===== src/rtl/acq_trigger_ctrl.sv =====
// acq_trigger_ctrl: oscilloscope acquisition sequencer.
// Generates the frame RAM write address/enable from the sample strobe. It
// fills a pre-trigger window and waits for a level/slope trigger on channel
// A or B (or an auto-mode timeout). It then writes the post-trigger samples
// and freezes the frame until the display path reports it has been drawn.
//
// Strobe semantics: sample_en is a one-cycle qualifier. A sample is written
// at wr_addr on every sys_clk edge where wren=1, and wr_addr advances on that
// same edge. There is no backpressure; samples arriving while wren=0 are
// simply not stored.
//
// PRE_TRIG must be at least 1 and less than FRAME_LEN.
module acq_trigger_ctrl #(
  parameter int ADDR_W    = 9,
  parameter int FRAME_LEN = 400,
  parameter int PRE_TRIG  = 100,
  parameter int AUTO_TMO  = 4000
) (
  input  logic              sys_clk,
  input  logic              rst_n,
  input  logic              sample_en,
  input  logic [7:0]        adc_db_a,
  input  logic [7:0]        adc_db_b,
  input  logic              trig_src,
  input  logic              trig_slope,
  input  logic [7:0]        trig_level,
  input  logic [1:0]        run_mode,
  input  logic              arm,
  input  logic              disp_done,
  output logic [ADDR_W-1:0] wr_addr,
  output logic              wren,
  output logic [ADDR_W-1:0] frame_start,
  output logic              frame_ready,
  output logic              trig_hit,
  output logic [2:0]        acq_state
);

  // Number of writes after the trigger sample that complete the frame.
  localparam int POST_LEN = FRAME_LEN - PRE_TRIG - 1;
  // With PRE_TRIG = FRAME_LEN-1 the trigger sample itself closes the frame.
  localparam bit NO_POST  = (POST_LEN == 0);
  localparam int TMO_W    = $clog2(AUTO_TMO + 1);

  localparam logic [ADDR_W-1:0] LAST_ADDR = ADDR_W'(FRAME_LEN - 1);
  localparam logic [ADDR_W-1:0] PRE_A     = ADDR_W'(PRE_TRIG);
  localparam logic [ADDR_W-1:0] BACK_A    = ADDR_W'(FRAME_LEN - PRE_TRIG);
  localparam logic [ADDR_W-1:0] PRE_LAST  = ADDR_W'(PRE_TRIG - 1);
  localparam logic [ADDR_W-1:0] POST_LAST = ADDR_W'(NO_POST ? 0 : POST_LEN - 1);
  localparam logic [TMO_W-1:0]  TMO_MAX   = TMO_W'(AUTO_TMO);
  localparam logic [TMO_W-1:0]  TMO_LAST  = TMO_W'(AUTO_TMO - 1);

  typedef enum logic [2:0] {
    S_IDLE = 3'd0,
    S_PRE  = 3'd1,
    S_WAIT = 3'd2,
    S_POST = 3'd3,
    S_HOLD = 3'd4
  } state_t;

  state_t            state;
  logic [ADDR_W-1:0] pre_cnt;
  logic [ADDR_W-1:0] post_cnt;
  logic [TMO_W-1:0]  tmo_cnt;
  logic [7:0]        prev_a;
  logic [7:0]        prev_b;

  logic              mode_single;
  logic              mode_auto;
  logic [7:0]        cur_smp;
  logic [7:0]        prev_smp;
  logic              rise_hit;
  logic              fall_hit;
  logic              trig_fire;
  logic              tmo_fire;
  logic [ADDR_W-1:0] addr_next;
  logic [ADDR_W-1:0] start_next;

  // Write enable is combinational so the RAM sees it in the strobe cycle.
  assign wren = sample_en && (state == S_PRE || state == S_WAIT || state == S_POST);
  assign acq_state = state;

  // Mode decode; run_mode 3 behaves as normal.
  assign mode_single = (run_mode == 2'd2);
  assign mode_auto   = (run_mode == 2'd0);

  // Trigger comparator on the selected channel against its previous sample.
  always_comb begin
    cur_smp   = trig_src ? adc_db_b : adc_db_a;
    prev_smp  = trig_src ? prev_b : prev_a;
    rise_hit  = (prev_smp < trig_level) && (cur_smp >= trig_level);
    fall_hit  = (prev_smp > trig_level) && (cur_smp <= trig_level);
    trig_fire = trig_slope ? fall_hit : rise_hit;
    // tmo_cnt counts strobes already seen in WAIT_TRIG; this strobe is the next one.
    tmo_fire  = mode_auto && (tmo_cnt >= TMO_LAST);
  end

  // Circular address arithmetic: next write address and oldest-sample address.
  always_comb begin
    addr_next  = (wr_addr == LAST_ADDR) ? '0 : wr_addr + 1'b1;
    start_next = (wr_addr >= PRE_A) ? (wr_addr - PRE_A) : (wr_addr + BACK_A);
  end

  // Sequencer: state, address, counters, sample history and registered flags.
  always_ff @(posedge sys_clk or negedge rst_n) begin
    if (!rst_n) begin
      state       <= S_IDLE;
      wr_addr     <= '0;
      frame_start <= '0;
      frame_ready <= 1'b0;
      trig_hit    <= 1'b0;
      pre_cnt     <= '0;
      post_cnt    <= '0;
      tmo_cnt     <= '0;
      prev_a      <= '0;
      prev_b      <= '0;
    end else begin
      if (wren) begin
        wr_addr <= addr_next;
        prev_a  <= adc_db_a;
        prev_b  <= adc_db_b;
      end
      case (state)
        S_IDLE: begin
          // Leaving IDLE consumes no sample: wren is low in this state.
          if (mode_single ? arm : sample_en) begin
            state   <= S_PRE;
            pre_cnt <= '0;
          end
        end
        S_PRE: begin
          if (sample_en) begin
            if (pre_cnt == PRE_LAST) begin
              state   <= S_WAIT;
              tmo_cnt <= '0;
            end else begin
              pre_cnt <= pre_cnt + 1'b1;
            end
          end
        end
        S_WAIT: begin
          if (sample_en) begin
            // Counts in every mode so a switch to auto continues the count.
            if (tmo_cnt != TMO_MAX) tmo_cnt <= tmo_cnt + 1'b1;
            if (trig_fire || tmo_fire) begin
              frame_start <= start_next;
              trig_hit    <= trig_fire;   // a real trigger wins a tie
              post_cnt    <= '0;
              if (NO_POST) begin
                state       <= S_HOLD;
                frame_ready <= 1'b1;
              end else begin
                state <= S_POST;
              end
            end
          end
        end
        S_POST: begin
          if (sample_en) begin
            if (post_cnt == POST_LAST) begin
              state       <= S_HOLD;
              frame_ready <= 1'b1;
            end else begin
              post_cnt <= post_cnt + 1'b1;
            end
          end
        end
        S_HOLD: begin
          if (disp_done) begin
            frame_ready <= 1'b0;
            pre_cnt     <= '0;
            state       <= mode_single ? S_IDLE : S_PRE;
          end
        end
        default: state <= S_IDLE;
      endcase
    end
  end

endmodule


===== config.mk =====
export PLATFORM = sky130hd
export DESIGN_NAME = acq_trigger_ctrl
export DESIGN_NICKNAME = d
export VERILOG_FILES = /design/src/rtl/acq_trigger_ctrl.sv
export SDC_FILE = /design/constraint.sdc
export NUM_CORES = 1
export LEC_CHECK = 0
export ABC_CLOCK_PERIOD_IN_PS = 3120
export BUFFER_PORTS_ARGS = -buffer_cell sky130_fd_sc_hd__buf_2
export CORE_UTILIZATION = 55
export CTS_CLUSTER_SIZE = 10
export DETAILED_ROUTE_END_ITERATION = 12
export MAX_ROUTING_LAYER = met4
export PLACE_DENSITY = 0.81
export SLEW_MARGIN = 10
export SYNTH_ARGS = -nofsm -noshare
export SYNTH_HDL_FRONTEND = slang
export SYNTH_SLANG_ARGS = --single-unit

===== constraint.sdc =====
create_clock -name sys_clk -period 3.12 [get_ports sys_clk]
set_input_delay 0.156 -clock sys_clk [delete_from_list [all_inputs] [get_ports sys_clk]]
set_output_delay 0.156 -clock sys_clk [all_outputs]
set_load 0.05 [all_outputs]

==> flow_summary.ini <==
[setup_path]
crit_path_start_kind = register
cp-end-kind = register
required_ns = 3.34
critical-path-top-delay-family = compound AO/OA/AOI/OAI gates
critical_path_class = reg -> reg
startpoint = prev_a[6]$_DFFE_PN0P_
crit_path_max_fanout = 11
crit_arrival_ns = 2.84
crit_chain = mux2_2 -> ha_1 -> nand4_1 -> o21ai_0 -> o32ai_1 -> o22a_1 -> o31ai_1
cp_slowest_stage_delay_ns = 0.54
slowest_stage = o32ai_1
path_buf_inv = 0
timing.rr.start = prev_a[6]$_DFFE_PN0P_

[die]
coreArea_mm2 = 0.007408
fp-row-count = 31
initial_core_util_pct = 58.37
ios = 57
die_h_um = 90.67
die-width_um = 90.67
die_area_mm2 = 0.008221

[logic_synthesis]
ys_types = 56
syn_area_per_cell_um2 = 9.483
synth_fp_nets = 515
ys.flop_type = dfrtp_1
synth-seq-area-share_pct = 39.93
netlist_area_mm2 = 0.004324
synth_cells = 456
synth_edf_count = 0
ys_async_sr_fraction_pct = 100.0
synth-seq-cells = 69
ys_warn_count = 0

[detailed_routing]
via_per_inst = 5.906
drc_errors = 0
ant_nets = 0
drtIter0Drc = 158
routed_wl_mm = 9.439
dr_total_vias = 3597
firstDrtPassIters = 4
wl_per_cell_um = 15.50

[timing]
rsz0062_at_grt = false
fin_crit_sh_pct = 84.13
slew_headroom_pct = 43.09
max_clock_freq_mhz = 381.0
final_hold_viol_count = 10
worstMarginPinSlew_ns = 0.8536
fin_worst_skew_ns = 0.007640
slew_violations = 0
period_minus_slack_ns = 2.625
fin_setup_tns_ns = 0
whs_ns = -0.03147
finalSetupViolations = 0

[pwr]
power.total_uw = 3689
p_int_uw = 2163
p_leak_uw = 0.002265
clkPwrFrac_pct = 25.5
power_density_mw_per_mm2 = 750.6
seqPwrFrac_pct = 36.1
combPwrFrac_pct = 38.4
irDropWorstVdd_mv = 0.3332
p_switching_uw = 1526
sw_frac_of_total_pct = 41.36

[clock_tree]
clk_latency_ns = 0.36
cts.clk_slew.worst_paths_ns = 0.08
clk_path_buf_depth = 2
clock-sinks = 69
hold_buffers = 0
cts_made_buffers = 9
root_buffer = clkbuf_8
cts_resized = 0
cts_htree_levels = 3
post-cts-setup-buffers = 0
cts_tree = yes

[cells_and_area]
syn2layout_area_growth_pct = 13.66
fillers = 597
layoutNonFillerInstCount = 609
n_antenna_cell = 0
nets = 564
fin_util_pct = 66.34
drive_above_1_share_pct = 23.92
final_common_cell = dfrtp_1
most-common-layout-cells = dfrtp_1 (69), buf_2 (56), mux2_2 (38)

[status]
status = finished with violations
violations = hold timing

[global_routing]
grt_max_degree = 70
antenna_found_initial = 0
grt.total_usage_pct = 25.55
grt_pass1_vias = 3583
grt_first_pass_wirelength_mm = 16.44
grt_remaining_overflow = 0

[place]
place.gp.congestion = 0.8759
dp_hpwl_mm = 6.705
dpl.cell_count = 593
port-buffer-count = 56

[worst_hold_path]
hp-class = in -> async

[flow_run]
cap_violations = 0
[synth_stat cells (8+ instances only)]
cell      number  area (um2)
a21oi_1       20       100.1
xnor2_1        8       70.07
inv_1         25       93.84
o31ai_1       17       127.6
dfrtp_1       69        1727
nor2_1        31       116.4
ha_1          26       325.3
clkbuf_1      12       45.04
and3_1        13       81.33
nand2_1       34       127.6
mux2_2        38       427.9
o21ai_0       37       185.2
nor3_1         9       45.04
nand3_1       21       105.1
[area by class of cell]
| type | instances | area [um2] | area share (%) |
|---|---|---|---|
| Multi-Input combinational cell | 341 | 2414 | 49.11 |
| Sequential cell | 69 | 1727 | 35.13 |
| Timing Repair Buffer | 58 | 295.3 | 6.008 |
| Clock buffer | 11 | 151.4 | 3.080 |
| Tap cell | 99 | 123.9 | 2.520 |
| Clock inverter | 5 | 106.4 | 2.164 |
| Inverter | 26 | 97.59 | 1.986 |
[state kept, by name, indices dropped and copies added, names as in the netlist]
| name | count |
|---|---|
| tmo_cnt | 12 |
| frame_start | 9 |
| post_cnt | 9 |
| pre_cnt | 9 |
| wr_addr | 9 |
| prev_a | 8 |
| prev_b | 8 |
| acq_state | 3 |
| frame_ready | 1 |
| trig_hit | 1 |
[routing by layer]
layer	vias to the layer above	track usage (%)	share of wire (%)
met1	1750	31.00	45
met4	0	12.23	2.0
li1	1758	-	-
met2	69	41.73	49
met3	20	3.956	3.5
met5	-	-	0
[path summary, 6_finish.rpt]
| kind | to | depth (start not counted) | slack (ns) |
|---|---|---|---|
| min in group sys_clk | acq_state[2]$_DFFE_PN0P_ | 2 | 0.03 |
| hold reg to reg | tmo_cnt[11]$_DFFE_PN0P_ | 1 | 0.49 |
| setup reg to reg | post_cnt[5]$_DFFE_PN0P_ | 7 | 0.50 |
| hold / removal | prev_b[3]$_DFFE_PN0P_ | 2 | -0.03 |
| setup / recovery | post_cnt[5]$_DFFE_PN0P_ | 7 | 0.50 |
| max in group asynchronous | post_cnt[6]$_DFFE_PN0P_ | 2 | 2.58 |
[stage by stage]
stage | setup WS [ns] | hold slack, ns | area (um2)
global placement | 0.4548 | 0.3990 | 4657
floorplan | 0.2775 | -0.1396 | 4324
CTS | 0.5048 | 0.01556 | 4915
global route | 0.3638 | 0.03218 | 4915
detailed placement | 0.3299 | 0.3993 | 4657
finish | 0.4952 | -0.03147 | 4915
[power groups by stage]
stage	clock, uW	sequential [uW]	combinational, uW
floorplan	0	1520	903
global placement	0	1330	1370
detailed placement	0	1340	1420
CTS	954	1330	1420
global route	985	1370	1560
finish	939	1330	1420
[cell families after synthesis]
group	after synthesis	synth area share (%)
adder cells (fa/ha/maj)	26	7.523
AND/OR/NAND/NOR	150	18.20
XOR/XNOR	12	2.431
AO/OA/AOI/OAI	110	16.55
multiplexers	43	11.05
flip-flops	69	39.93
buffers and inverters	46	4.311
No activity file was read; power rests on OpenSTA's default activity.
